<file path="src/rtl/mem16_resp.sv">
// mem16_resp: word-store responder on the four-phase request/acknowledge bus.
// Accepts read, write and OR-set requests, inserts WAIT wait cycles, then
// performs a single access and holds the acknowledge until req drops.
module mem16_resp #(
  parameter int ADDR_W = 8,
  parameter int WAIT   = 2
) (
  input  logic              clk,
  input  logic              rst,
  input  logic              req,
  input  logic [1:0]        op,
  input  logic [ADDR_W-1:0] addr,
  input  logic [15:0]       wdata,
  output logic [15:0]       rdata,
  output logic              ack,
  output logic              err
);

  localparam int          DEPTH    = 2 ** ADDR_W;
  localparam logic [3:0]  WAIT_CNT = 4'(WAIT);

  localparam logic [1:0] OP_READ  = 2'b00;
  localparam logic [1:0] OP_WRITE = 2'b01;
  localparam logic [1:0] OP_OR    = 2'b10;

  typedef enum logic [1:0] {
    ST_IDLE = 2'd0,
    ST_WAIT = 2'd1,
    ST_ACK  = 2'd2
  } state_t;

  state_t              state_q, state_d;
  logic [3:0]          cnt_q, cnt_d;
  logic                ack_q, ack_d;
  logic                err_q, err_d;
  logic [15:0]         rdata_q, rdata_d;

  logic [1:0]          op_q, op_d;
  logic [ADDR_W-1:0]   addr_q, addr_d;
  logic [15:0]         wdata_q, wdata_d;

  logic [15:0]         mem [DEPTH];
  logic [15:0]         mem_rd;
  logic [15:0]         mem_wdata;
  logic                mem_we;

  // Bitwise OR shared with the datapath's OR unit; used for the read-modify-write.
  function automatic logic [15:0] or_set(input logic [15:0] cur, input logic [15:0] operand);
    return cur | operand;
  endfunction

  // Store is read combinationally from the captured address only.
  assign mem_rd = mem[addr_q];

  // Next-state, capture and access decisions.
  always_comb begin
    state_d   = state_q;
    cnt_d     = cnt_q;
    ack_d     = ack_q;
    err_d     = err_q;
    rdata_d   = rdata_q;
    op_d      = op_q;
    addr_d    = addr_q;
    wdata_d   = wdata_q;
    mem_we    = 1'b0;
    mem_wdata = mem_rd;
    unique case (state_q)
      ST_IDLE: begin
        if (req) begin
          op_d    = op;
          addr_d  = addr;
          wdata_d = wdata;
          cnt_d   = WAIT_CNT;
          state_d = ST_WAIT;
        end
      end
      ST_WAIT: begin
        if (cnt_q != 4'd0) begin
          cnt_d = cnt_q - 4'd1;
        end else begin
          // The access happens on this edge regardless of req; an early
          // drop simply makes the following ACK last one cycle.
          state_d = ST_ACK;
          ack_d   = 1'b1;
          unique case (op_q)
            OP_READ: begin
              rdata_d = mem_rd;
              err_d   = 1'b0;
            end
            OP_WRITE: begin
              rdata_d   = mem_rd;
              err_d     = 1'b0;
              mem_we    = 1'b1;
              mem_wdata = wdata_q;
            end
            OP_OR: begin
              rdata_d   = mem_rd;
              err_d     = 1'b0;
              mem_we    = 1'b1;
              mem_wdata = or_set(mem_rd, wdata_q);
            end
            default: begin
              rdata_d = 16'h0000;
              err_d   = 1'b1;
            end
          endcase
        end
      end
      ST_ACK: begin
        if (!req) begin
          state_d = ST_IDLE;
          ack_d   = 1'b0;
          err_d   = 1'b0;
          rdata_d = 16'h0000;
        end
      end
      default: begin
        state_d = ST_IDLE;
        ack_d   = 1'b0;
        err_d   = 1'b0;
        rdata_d = 16'h0000;
      end
    endcase
  end

  // Control and response registers; reset clears them without a clock edge.
  always_ff @(posedge clk or posedge rst) begin
    if (rst) begin
      state_q <= ST_IDLE;
      cnt_q   <= 4'd0;
      ack_q   <= 1'b0;
      err_q   <= 1'b0;
      rdata_q <= 16'h0000;
    end else begin
      state_q <= state_d;
      cnt_q   <= cnt_d;
      ack_q   <= ack_d;
      err_q   <= err_d;
      rdata_q <= rdata_d;
    end
  end

  // Captured request fields; only meaningful once a request has been accepted.
  always_ff @(posedge clk) begin
    op_q    <= op_d;
    addr_q  <= addr_d;
    wdata_q <= wdata_d;
  end

  // Word store; contents are not reset, and reset blocks any pending update.
  always_ff @(posedge clk) begin
    if (mem_we && !rst) begin
      mem[addr_q] <= mem_wdata;
    end
  end

  assign rdata = rdata_q;
  assign ack   = ack_q;
  assign err   = err_q;

endmodule

</file>
<file path="config.mk">
export PLATFORM = sky130hd
export DESIGN_NAME = mem16_resp
export DESIGN_NICKNAME = d
export VERILOG_FILES = /design/src/rtl/mem16_resp.sv
export SDC_FILE = /design/constraint.sdc
export NUM_CORES = 2
export LEC_CHECK = 0
export CORE_MARGIN = 3
export CORE_UTILIZATION = 34
export DETAILED_ROUTE_END_ITERATION = 8
export GPL_TIMING_DRIVEN = 1
export PLACE_DENSITY = 0.49
export SLEW_MARGIN = 25
export SYNTH_ARGS = -nofsm -noshare
export SYNTH_HDL_FRONTEND = slang
export SYNTH_SLANG_ARGS = --single-unit
</file>
<file path="constraint.sdc">
create_clock -name clk -period 18.2 [get_ports clk]
set_input_delay 2.73 -clock clk [delete_from_list [all_inputs] [get_ports clk]]
set_output_delay 2.73 -clock clk [all_outputs]
set_load 0.005 [all_outputs]
</file>
Word level (Yosys, flattened, before mapping)
Memories as Yosys holds them, arrays and structs flattened. A register that Yosys moved wholly into a read port is not among the register bits.
Cells that the tools add are included.
{"block": "op_classes", "addsub": 1, "eq_ne": 8, "n_mux": 26, "bitwise": 2, "n_reduce_logical": 12}
{"operator": "$mux W16", "n": 5}
{"operator": "$pmux W16 S3", "n": 1}
{"operator": "$pmux W16 S2", "n": 1}
{"operator": "$or A16 B16 Y16", "n": 1}
{"operator": "$mux W1", "n": 9}
{"operator": "$reduce_and A3 Y1", "n": 3}
{"operator": "$mux W4", "n": 2}
{"operator": "$mux W8", "n": 1}
{"operator": "$ne A2 B2 Y1 const B", "n": 4}
{"operator": "$pmux W4 S2", "n": 1}
{"operator": "$mux W2", "n": 3}
{"operator": "$pmux W1 S3", "n": 2}
{"operator": "$pmux W2 S3", "n": 1}
{"operator": "$eq A2 B1 Y1 const B", "n": 2}
{"operator": "$eq A2 B2 Y1 const B", "n": 2}
{"operator": "$logic_not A2 Y1", "n": 2}
{"operator": "$reduce_bool A4 Y1", "n": 1}
{"operator": "$sub A4 B1 Y4 const B", "n": 1}
{"operator": "$reduce_or A3 Y1", "n": 1}
{"operator": "$reduce_and A2 Y1", "n": 1}
{"operator": "$reduce_bool A2 Y1", "n": 1}
{"operator": "$reduce_or A2 Y1", "n": 1}
{"operator": "$logic_and A1 B1 Y1", "n": 1}
{"operator": "$logic_not A1 Y1", "n": 1}
{"operator": "$not A1 Y1", "n": 1}
{"block": "totals", "register_bits": 50, "ram_bits": 4096, "input_bits": 29, "output_inout_bits": 18, "word_cells": 58, "n_memories": 1}
{"name": "mem", "depth": 256, "width": 16, "read_ports": 1, "rd_ports_with_merged_regs": 1, "wr": 1, "line_no": "42", "source": "logic [15:0] mem [DEPTH];"}

Depth between registers and ports, before layout
{"block": "logic_depth", "word_depth": 8, "mapped_depth": 13, "ltp_nobuf": 8}

Worst setup path before layout
OpenSTA, ideal clock, no wires.
{"block": "synth_timing", "path_type": "flip-flop to flip-flop", "startpoint": "reg (tool-made name)", "endpoint": "mem mem[0][7] (data pin)", "setup_time_ns": 1.658, "arrival_time_ns": 9.402, "t_required_ns": 16.542, "slack_ns": 7.140, "path_stages_with_launch": 13, "n_path_buf": 6, "period_less_slack_ns": 11.060, "cell_sequence": "dfxtp_1 > buf_6 > buf_12 > buf_8 > buf_6 > buf_12 > buf_6 > a222oi_1 > a211oi_1 > nand3_1 > o221a_1 > nor4_1 > a2bb2oi_1"}
{"element": "end: declaration", "line_no": "42"}

==> results.tsv <==
metric	value	unit
CTS tree	yes	
Fin. Hold Viols	0	
Peak Freq	129	MHz
Worst setup EP type	register	
crit path launch type	register	
critical path arrival	8.36	ns
detailed router's first-iteration violation count	10800	
Worst Hold Margin	0.515	ns
Worst Clk Skew	0.111	ns
gpl congestion	0.872	
Slew HR	0.249	
maximum fanout along the worst path	94	
vias per inst	5.58	
post-route cell area	184000	sq um
IO buf count	46	
routed vias	80400	
die height	692	microns
Slew @ Worst Pin	1.13	ns
maximum buffer depth of the clock tree	4	
# H-tree levels	5	
clk_lat worst skew	1.02	ns
fin crit share	0.427	
Setup TNS Final	0	ns
non-filler cells, final	14400	
CTS buffer count	432	
Slew Viols, Final	0	
Tmin final	7.77	ns
hpwl dp	310000	microns
Yosys warning count	0	
Sequential Area	125000	sq um
status	finished, final reports clean	
pre-CTS setup slack	10.06	ns
library cells used by synthesis	89	
postcts setup bufs	0	
Max-Cap Viols	0	
switching power	10.0	mW
drt pass-1 iters	5	
Worst Hold Path Cells	1	
placed cells	13600	
# DRC	0	
Comb power frac	0.268	
Post-CTS Hold Fix Bufs	0	
Die Area	478000	sq um
Syn Inst Count	7281	
RSZ-0062 raised after global routing	no	
multi-input logic area	33600	sq um
leakage	57.0	nW
Avg Inst Size Synth	22.0	sq um
Pwr per Cell Area	166	nW/um^2
width of the die	692	microns
ratio of cells with drive above 1 in the final layout	0.275	
largest net degree at the start of global routing	208	
Layout Nets	7859	
Int Pwr	20.5	mW
grt ovf	0	
first-pass GRT wire length	688000	microns
Starting Density	0.342	
Switching Share	0.329	
CTS sink cnt	4154	
Layout fillers	41600	
final wirelength	502000	microns
Post-DRT Antenna Nets	0	
clk root buf	clkbuf_16	
PostCTS Resize Cnt	0	
Seq/Total Area, Yosys	0.779	
placed cell area	170000	sq um
EDFF count, synth	4122	
total power	30.5	mW
final setup margin	10.43	ns
CORE AREA	468000	sq um
mapped cell area	160000	sq um
synthesized flop and latch total	4154	
worst hold path type	reg2reg	
area delta synth->final	15.1	%
# IOs	47	
initial antenna violation count	30	
Setup violations, final	0	
VDD IR-drop max	0.254	mV
kind of critical path	reg2reg	
syn_nets	7315	
final core utilization	0.393	
GRT Util Overall	0.206	
sequential power share	0.450	
R2R setup slack	10.43	ns
wire per inst	34.9	microns
asr flop ratio synth	0.00578	
Worst R2R Path Depth	15	
CP required	18.79	ns
clock group share of total power	0.282	
floorplan row count	251	
vias in the first global route	80200	
CTS clk-pin slew, worst paths	0.06	ns
most used flip-flop cell after synthesis	edfxtp_1	
[routing by layer]
layer  global-route usage  share of wire  vias up  wire length [microns]
met4               0.0638          0.035        2                  17600
met3               0.0376          0.075      653                  37500
met1                0.292           0.42    44400                 212000
met2                0.324           0.47     3374                 236000
met5                    0       0.000026        -                     13
li1                     -              -    31900                      -
[worst max-delay path, cell delays in order (launching register included)]
cell and delay [ns]:
dfxtp_4 0.59, buf_12 0.56, buf_4 0.69, buf_4 0.65, buf_4 0.62, mux4_2 0.35, a22oi_1 0.08, nand3_1 0.21
a221oi_2 0.07, buf_6 0.20, a311oi_1 0.53, o21ai_1 0.28, a21oi_4 0.19, buf_4 0.53, buf_4 0.70, buf_6 0.63
[cells in the mapped netlist, types with 8 or more instances]
| library cell | n | area [sq um] |
|---|---|---|
| nor2b_1 | 23 | 144 |
| a211oi_1 | 19 | 143 |
| edfxtp_1 | 4122 | 124000 |
| a22oi_1 | 123 | 923 |
| buf_4 | 101 | 758 |
| and3_1 | 9 | 56.3 |
| mux4_2 | 930 | 20900 |
| dfrtp_1 | 24 | 601 |
| a221oi_1 | 49 | 429 |
| o21ai_0 | 69 | 345 |
| dfxtp_1 | 8 | 160 |
| o22a_1 | 9 | 78.8 |
| o2111ai_1 | 8 | 70.1 |
| or2_2 | 10 | 62.6 |
| mux2_2 | 36 | 405 |
| nand2b_1 | 13 | 81.3 |
| nor4_1 | 22 | 138 |
| buf_6 | 63 | 709 |
| a21oi_1 | 78 | 390 |
| a31oi_1 | 19 | 119 |
| a22o_1 | 27 | 236 |
| a31o_2 | 8 | 70.1 |
| clkbuf_1 | 104 | 390 |
| nor2_1 | 333 | 1250 |
| buf_1 | 16 | 60.1 |
| o211ai_1 | 17 | 128 |
| nand2_1 | 203 | 762 |
| mux2i_1 | 293 | 2930 |
| o21ai_1 | 23 | 115 |
| nand3_1 | 59 | 295 |
| nand3b_1 | 9 | 67.6 |
| o22ai_1 | 149 | 932 |
| and2_1 | 11 | 68.8 |
| nor3_1 | 26 | 130 |
| buf_2 | 113 | 566 |
| o221ai_1 | 11 | 96.3 |
[cells by family after synthesis]
group,Yosys count,share of synthesized area
xor+xnor,2,0.000110
fa+ha+maj,5,0.000391
flops,4154,0.779
compound gates,669,0.0291
buf+inv,416,0.0167
mux,1263,0.153
simple gates,772,0.0222
[state kept, by name, summed over array words and instances, names as in the netlist, named ones only]
name     flops
op_q         2
cnt_q        4
err          1
rdata       16
mem       4096
state_q      2
ack          1
wdata_q     16
addr_q       8
[area by class of cell]
| class | instances | area share |
|---|---|---|
| Antenna cell | 12 | 0.000163 |
| Clock buffer | 551 | 0.0617 |
| Clock inverter | 241 | 0.0125 |
| Inverter | 10 | 0.000231 |
| Multi-Input combinational cell | 2711 | 0.183 |
| Sequential cell | 4154 | 0.677 |
| Tap cell | 6198 | 0.0422 |
| Timing Repair Buffer | 516 | 0.0235 |
[worst paths after layout]
kind | start | to
min in group asynchronous | rst | rdata[8]
max in group asynchronous | rst | rdata[9]
hold / removal | cnt_q[0] | cnt_q[0]
setup / recovery | register | mem[36][2]
hold reg to reg | cnt_q[0] | cnt_q[0]
setup reg to reg | register | mem[36][2]
[cell usage in the layout, fill, tap and decap left out, drive strengths merged, types with 10 or more instances in the layout]
| cell type | n |
|---|---|
| a211oi | 19 |
| a21oi | 78 |
| a221oi | 49 |
| a22o | 27 |
| a22oi | 123 |
| a31oi | 19 |
| and2 | 11 |
| buf | 470 |
| bufinv | 33 |
| clkbuf | 551 |
| clkdlybuf4s50 | 46 |
| clkinv | 191 |
| dfrtp | 24 |
| diode | 12 |
| edfxtp | 4122 |
| inv | 21 |
| mux2 | 36 |
| mux2i | 293 |
| mux4 | 934 |
| nand2 | 203 |
| nand2b | 13 |
| nand3 | 59 |
| nor2 | 334 |
| nor2b | 24 |
| nor3 | 28 |
| nor4 | 23 |
| o211ai | 17 |
| o21ai | 92 |
| o221ai | 11 |
| o22ai | 149 |
| or2 | 10 |
[power by group through the flow]
stage               sequential (mW)  combinational, mW  clock (mW)
floorplan                      15.1               4.18           0
CTS                            13.7               8.19        8.77
finish                         13.7               8.16        8.61
global placement               13.9               7.90           0
global route                   13.7               8.59        9.14
detailed placement             13.9               8.18           0
Note: power is estimated with default switching activity, not from simulation.
